## config.mk

```make
export PLATFORM = sky130hd
export DESIGN_NAME = datapath_pair_alu_stage_flat
export DESIGN_NICKNAME = d
export VERILOG_FILES = /design/src/rtl/datapath_pair_alu_stage_if.sv /design/src/rtl/datapath_pair_alu_stage.sv /design/src/flat_wrapper.sv
export SDC_FILE = /design/constraint.sdc
export NUM_CORES = 2
export LEC_CHECK = 0
export CELL_PAD_IN_SITES_DETAIL_PLACEMENT = 0
export CELL_PAD_IN_SITES_GLOBAL_PLACEMENT = 2
export CORE_MARGIN = 2
export CORE_UTILIZATION = 36
export DETAILED_ROUTE_END_ITERATION = 6
export GPL_TIMING_DRIVEN = 0
export HOLD_SLACK_MARGIN = 0.05
export PLACE_DENSITY = 0.86
export RECOVER_POWER = 50
export SLEW_MARGIN = 20
export SYNTH_ARGS = -nofsm -noshare
export SYNTH_HDL_FRONTEND = slang
export SYNTH_SLANG_ARGS = --single-unit
export TNS_END_PERCENT = 1
```

## constraint.sdc

```tcl
create_clock -name clk -period 37.4 [get_ports clk]
set_input_delay 3.74 -clock clk [delete_from_list [all_inputs] [get_ports clk]]
set_output_delay 3.74 -clock clk [all_outputs]
set_load 0.02 [all_outputs]
```

## src/rtl/datapath_pair_alu_stage_if.sv

```systemverilog
// Paired operand bus into the ALU stage and result bus out of it.
// master drives operands and out_ready; slave is the ALU stage itself.
interface datapath_pair_alu_stage_if #(
    parameter int DWID   = 24,
    parameter int CH_NUM = 8
) ();
    // Valid/ready: a beat transfers on a cycle where valid && ready are both high;
    // the sender keeps valid, data and op stable until that transfer happens.
    logic [1:0]                         op;
    logic                               in_valid;
    logic                               in_ready;
    logic [CH_NUM-1:0][DWID-1:0]        in0_data;
    logic [CH_NUM-1:0][DWID-1:0]        in1_data;
    logic                               out_valid;
    logic                               out_ready;
    logic [CH_NUM-1:0][DWID-1:0]        out_data;
    logic [CH_NUM-1:0]                  sat_flag;

    modport master (
        output op, in_valid, in0_data, in1_data, out_ready,
        input  in_ready, out_valid, out_data, sat_flag
    );

    modport slave (
        input  op, in_valid, in0_data, in1_data, out_ready,
        output in_ready, out_valid, out_data, sat_flag
    );
endinterface

```

## src/rtl/datapath_pair_alu_stage.sv

```systemverilog
// Per-channel saturating ALU feeding a 2-entry elastic buffer; in_ready depends
// only on registered occupancy, so no ready path crosses the stage.
module datapath_pair_alu_stage #(
    parameter int DWID   = 24,
    parameter int CH_NUM = 8
) (
    input  logic                 clk,
    input  logic                 rst,
    datapath_pair_alu_stage_if.slave bus,
    output logic [1:0]           dbg_state_o
);
    typedef enum logic [1:0] {
        ST_EMPTY = 2'd0,
        ST_ONE   = 2'd1,
        ST_FULL  = 2'd2
    } state_e;

    typedef logic [CH_NUM-1:0][DWID-1:0] beat_t;

    localparam logic [DWID-1:0] MAX_POS = {1'b0, {(DWID-1){1'b1}}};
    localparam logic [DWID-1:0] MIN_NEG = {1'b1, {(DWID-1){1'b0}}};

    state_e            state_q, state_d;
    logic              wr_ptr_q, wr_ptr_d;
    logic              rd_ptr_q, rd_ptr_d;
    beat_t             data_q [2];
    logic [CH_NUM-1:0] sat_q  [2];

    beat_t             alu_res;
    logic [CH_NUM-1:0] alu_sat;
    logic              accept;
    logic              retire;

    assign bus.in_ready  = (state_q != ST_FULL);
    assign bus.out_valid = (state_q != ST_EMPTY);
    assign bus.out_data  = data_q[rd_ptr_q];
    assign bus.sat_flag  = sat_q[rd_ptr_q];
    assign dbg_state_o   = state_q;

    assign accept = bus.in_valid && bus.in_ready;
    assign retire = bus.out_valid && bus.out_ready;

    for (genvar i = 0; i < CH_NUM; i++) begin : g_ch
        logic [DWID-1:0] a, b, res_c;
        logic [DWID:0]   add_w, sub_w, arith_w;
        logic            ovf, sat_c;

        assign a       = bus.in0_data[i];
        assign b       = bus.in1_data[i];
        assign add_w   = {a[DWID-1], a} + {b[DWID-1], b};
        assign sub_w   = {a[DWID-1], a} - {b[DWID-1], b};
        assign arith_w = (bus.op == 2'b01) ? add_w : sub_w;
        // Sign bit and extension bit disagree only when the true result left the DWID range.
        assign ovf     = arith_w[DWID] ^ arith_w[DWID-1];

        always_comb begin
            res_c = a;
            sat_c = 1'b0;
            case (bus.op)
                2'b00: res_c = a;
                2'b11: res_c = ($signed(a) >= $signed(b)) ? a : b;
                default: begin
                    if (ovf) begin
                        res_c = arith_w[DWID] ? MIN_NEG : MAX_POS;
                        sat_c = 1'b1;
                    end else begin
                        res_c = arith_w[DWID-1:0];
                    end
                end
            endcase
        end

        assign alu_res[i] = res_c;
        assign alu_sat[i] = sat_c;
    end

    always_comb begin
        state_d  = state_q;
        wr_ptr_d = wr_ptr_q;
        rd_ptr_d = rd_ptr_q;
        if (accept) wr_ptr_d = ~wr_ptr_q;
        if (retire) rd_ptr_d = ~rd_ptr_q;
        case (state_q)
            ST_EMPTY: if (accept) state_d = ST_ONE;
            ST_ONE: begin
                if (accept && !retire)      state_d = ST_FULL;
                else if (!accept && retire) state_d = ST_EMPTY;
            end
            ST_FULL:  if (retire) state_d = ST_ONE;
            default:  state_d = ST_EMPTY;
        endcase
    end

    always_ff @(posedge clk or posedge rst) begin
        if (rst) begin
            state_q  <= ST_EMPTY;
            wr_ptr_q <= 1'b0;
            rd_ptr_q <= 1'b0;
        end else begin
            state_q  <= state_d;
            wr_ptr_q <= wr_ptr_d;
            rd_ptr_q <= rd_ptr_d;
        end
    end

    always_ff @(posedge clk or posedge rst) begin
        if (rst) begin
            for (int k = 0; k < 2; k++) begin
                data_q[k] <= '0;
                sat_q[k]  <= '0;
            end
        end else if (accept) begin
            data_q[wr_ptr_q] <= alu_res;
            sat_q[wr_ptr_q]  <= alu_sat;
        end
    end
endmodule

```

## src/flat_wrapper.sv

```systemverilog
// flat-port wrapper written by rule: the top's interface ports become plain ports
module datapath_pair_alu_stage_flat 
#(
    parameter int DWID   = 24,
    parameter int CH_NUM = 8
)
  (clk, rst, dbg_state_o, bus_op, bus_in_valid, bus_in0_data, bus_in1_data, bus_out_ready, bus_in_ready, bus_out_valid, bus_out_data, bus_sat_flag);
  datapath_pair_alu_stage_if #(.DWID(DWID), .CH_NUM(CH_NUM)) bus_i ();
  input  logic clk;
  input  logic rst;
  output logic [1:0] dbg_state_o;
  input wire logic [$bits(bus_i.op)-1:0] bus_op;
  input wire logic [$bits(bus_i.in_valid)-1:0] bus_in_valid;
  input wire logic [$bits(bus_i.in0_data)-1:0] bus_in0_data;
  input wire logic [$bits(bus_i.in1_data)-1:0] bus_in1_data;
  input wire logic [$bits(bus_i.out_ready)-1:0] bus_out_ready;
  output wire logic [$bits(bus_i.in_ready)-1:0] bus_in_ready;
  output wire logic [$bits(bus_i.out_valid)-1:0] bus_out_valid;
  output wire logic [$bits(bus_i.out_data)-1:0] bus_out_data;
  output wire logic [$bits(bus_i.sat_flag)-1:0] bus_sat_flag;
  assign bus_i.op = bus_op;
  assign bus_i.in_valid = bus_in_valid;
  assign bus_i.in0_data = bus_in0_data;
  assign bus_i.in1_data = bus_in1_data;
  assign bus_i.out_ready = bus_out_ready;
  assign bus_in_ready = bus_i.in_ready;
  assign bus_out_valid = bus_i.out_valid;
  assign bus_out_data = bus_i.out_data;
  assign bus_sat_flag = bus_i.sat_flag;
  datapath_pair_alu_stage #(.DWID(DWID), .CH_NUM(CH_NUM)) u_core (.clk(clk), .rst(rst), .bus(bus_i), .dbg_state_o(dbg_state_o));
endmodule
```

==> impl_metrics.ini <==
[detailed_routing]
dr.first_iter.drc_count = 5286
totalWireLength_um = 241000
num_vias = 49136
avgViaCountPerCell = 6.16
postRouteAntennaNets = 0
drc_errors = 0
wl_per_cell_um = 30.1
drt-pass1-iter-count = 6

[synthesis]
yosys.area_share.adder_pct = 11.7
synth_top_family_by_area = compound AO/OA/AOI/OAI gates
ys_warn_count = 0
yosysTopAreaCellShare_pct = 22.8
synth_cells = 5607
async_reset_ff_share_pct = 100
synth_edf_count = 0
synth.distinct_cells = 105
synth.largest_area_cell = dfrtp_1
synth.area.top_cells = dfrtp_1 23%, ha_1 11%, mux2_2 8.2%, a21oi_1 5.2%, a221oi_1 4.9%
muxShareOfSynthArea_pct = 9.54
ys_ff_latch = 404
ys_seq_area_share_pct = 22.8
synth_compound_area_share_pct = 29.8
synth_simple_gate_area_share_pct = 15.5
syn-num-nets = 6400
synth_area_um2 = 44300
synth-xor-area-share_pct = 3.42
avgSynthCellArea_um2 = 7.90
ys.flop_type = dfrtp_1

[floorplanning]
die_width_um = 355
die_h_um = 355
start_util_pct = 36.3
rows = 128
ios = 594
die_area_um2 = 126000
coreArea_um2 = 122000

[finish]
final_common_cell = nand2_1
fillCellCount = 12364
most-common-layout-cells = 511 x nand2_1, 502 x clkdlybuf4s50_1, 459 x a21oi_1, 449 x nor2_1, 417 x inv_1
area_growth_pct = 23.8
multi_input_area_um2 = 31000
regArea_um2 = 10100
drive_above_1_share_pct = 9.88
nets = 7073
final_area_um2 = 54800
final_util_pct = 45.0

[global_route]
antenna_found_initial = 60
first_global_vias = 46965
grt_overflow_total = 0
grt_use_total_pct = 36.7
grt_max_degree = 101
grt_pass1_wl_um = 339000

[run]
cap_violations = 7

[clock_network]
ctsResizeCount = 0
cts_buffers = 53
path_clk_slew_ps = 60
cts_tree = yes
cts_root_buffer = clkbuf_16
clock_sinks = 404
insertion_delay_ps = 690
postCtsSetupRepairBufs = 0
cts_buffer_depth = 3
cts_max_level = 2
cts_hold_buf = 0

[power_and_ir_drop]
p_per_area_nw_per_um2 = 57.5
p_leak_nw = 23.0
ir_worst_vdd_uv = 47.4

[setup_path]
critPathTopFamily = buffers and inverters
worst-path-stages = 4
crit_fanout = 100
crit_path_frequent_cell = clkbuf_1
critical_path.max_stage_delay_ps = 4150
slowest_stage = clkbuf_1
critical_path_class = in -> async
critPathRequiredTime_ps = 36820
path_cells = dlygate4sd3_1 -> clkinvlp_2 -> clkbuf_1 -> clkbuf_1
endpoint_kind = async pin
startpoint_type = primary input
r2r_cells = 7
arrival_ps = 13540
critPathBufInv = 4

[status]
status = complete, but fails checks
violations = max-capacitance violations, max-slew violations

[worst_hold_path]
hp-class = reg -> reg
holdPathStages = 2

[place]
gp_congestion = 0.984
dp_hpwl_um = 190000
port_buffers = 593
dpl_cell_area_um2 = 52900

[timing]
tightestPinTransition_ps = 5680
finClkSkew_ps = 36.6
period_needed_ps = 14120
final.period_utilization_pct = 37.8
maxSlewHeadroom_pct = -279
setup_viol = 0
max_freq_ghz = 0.0708
finalHoldViolations = 0
setup_tns_ps = 0
slew_viol_final = 424
grt_setup_unrepaired = no
-- per-stage QoR --
step | hold slack, ps | power, mW | std cells | worst slack [ps]
detailed placement | 461 | 2.57 | 7850 | 27090
CTS | 472 | 3.16 | 7949 | 27780
global placement | 448 | 2.56 | 7825 | 17000
global route | 491 | 3.29 | 7968 | 21370
finish | 472 | 3.15 | 7980 | 23280
floorplan | 433 | 1.76 | 5607 | 22420
-- cell type report --
class | instances | share of cell area (%)
inverter | 422 | 2.89
sequential | 404 | 18.4
timing repair buffer | 618 | 11.7
tap | 1625 | 3.71
clock inverter | 24 | 0.664
multi-input combinational | 4388 | 56.5
clock buffer | 75 | 2.81
buffer | 393 | 3.05
antenna | 31 | 0.141
-- final timing paths --
| path | from | to | slack [ps] |
|---|---|---|---|
| setup / recovery | rst | u_core.data_q[8]$_DFFE_PP0P_ | 23280 |
| hold / removal | u_core.data_q[177]$_DFFE_PP0P_ | u_core.data_q[177]$_DFFE_PP0P_ | 470 |
| setup reg to reg | u_core.dbg_state_o[0]$_DFFE_PP0P_ | u_core.data_q[339]$_DFFE_PP0P_ | 33290 |
| hold reg to reg | u_core.data_q[177]$_DFFE_PP0P_ | u_core.data_q[177]$_DFFE_PP0P_ | 470 |
| max in group clk | bus_op[0] | u_core.data_q[165]$_DFFE_PP0P_ | 27490 |
| min in group asynchronous | rst | u_core.data_q[231]$_DFFE_PP0P_ | 4530 |
-- state kept, by name, indices dropped and copies added (netlist names) --
register	cells
u_core.data_q	384
u_core.sat_q	16
u_core.dbg_state_o	2
u_core.rd_ptr_q	1
u_core.wr_ptr_q	1
-- routing by layer --
layer | vias to the layer above | wire, um | global-route usage [%] | part of all wire [%]
met5 | - | 231 | 0 | 0.096
met4 | 36 | 14200 | 20.2 | 5.9
met3 | 501 | 21100 | 7.70 | 8.8
met2 | 2346 | 106000 | 56.9 | 44
met1 | 24296 | 99000 | 47.5 | 41
li1 | 21957 | - | - | -
-- worst min-delay path, stage by stage (launching register included) --
cell and delay (ps):
dfrtp_1 340, nand2_1 40, o21ai_0 60
-- Yosys cell counts, drive strengths merged, types with 70 or more instances --
cell    instances
a21oi         460
nor3           89
buf            80
o31ai          94
inv           419
xnor2         141
nand3         134
dfrtp         404
nor2          449
mux2          323
a21o           70
a221oi        271
o21ai         397
nand2         516
ha            387
o211ai         72
clkbuf        313
-- kinds of logic after synthesis --
logic type / Yosys count
AOI/OAI and AO/OA: 1922
and+or+nand+nor: 1510
buffers and inverters: 815
DFF: 404
adders and majority gates: 403
muxes: 380
xor gates and xnor gates: 173
-- where the power goes --
group	switching [mW]	internal (mW)
registers	0.101	0.638
logic	1.10	0.741
clock network	0.231	0.342
(Power assumes the default switching activity.)
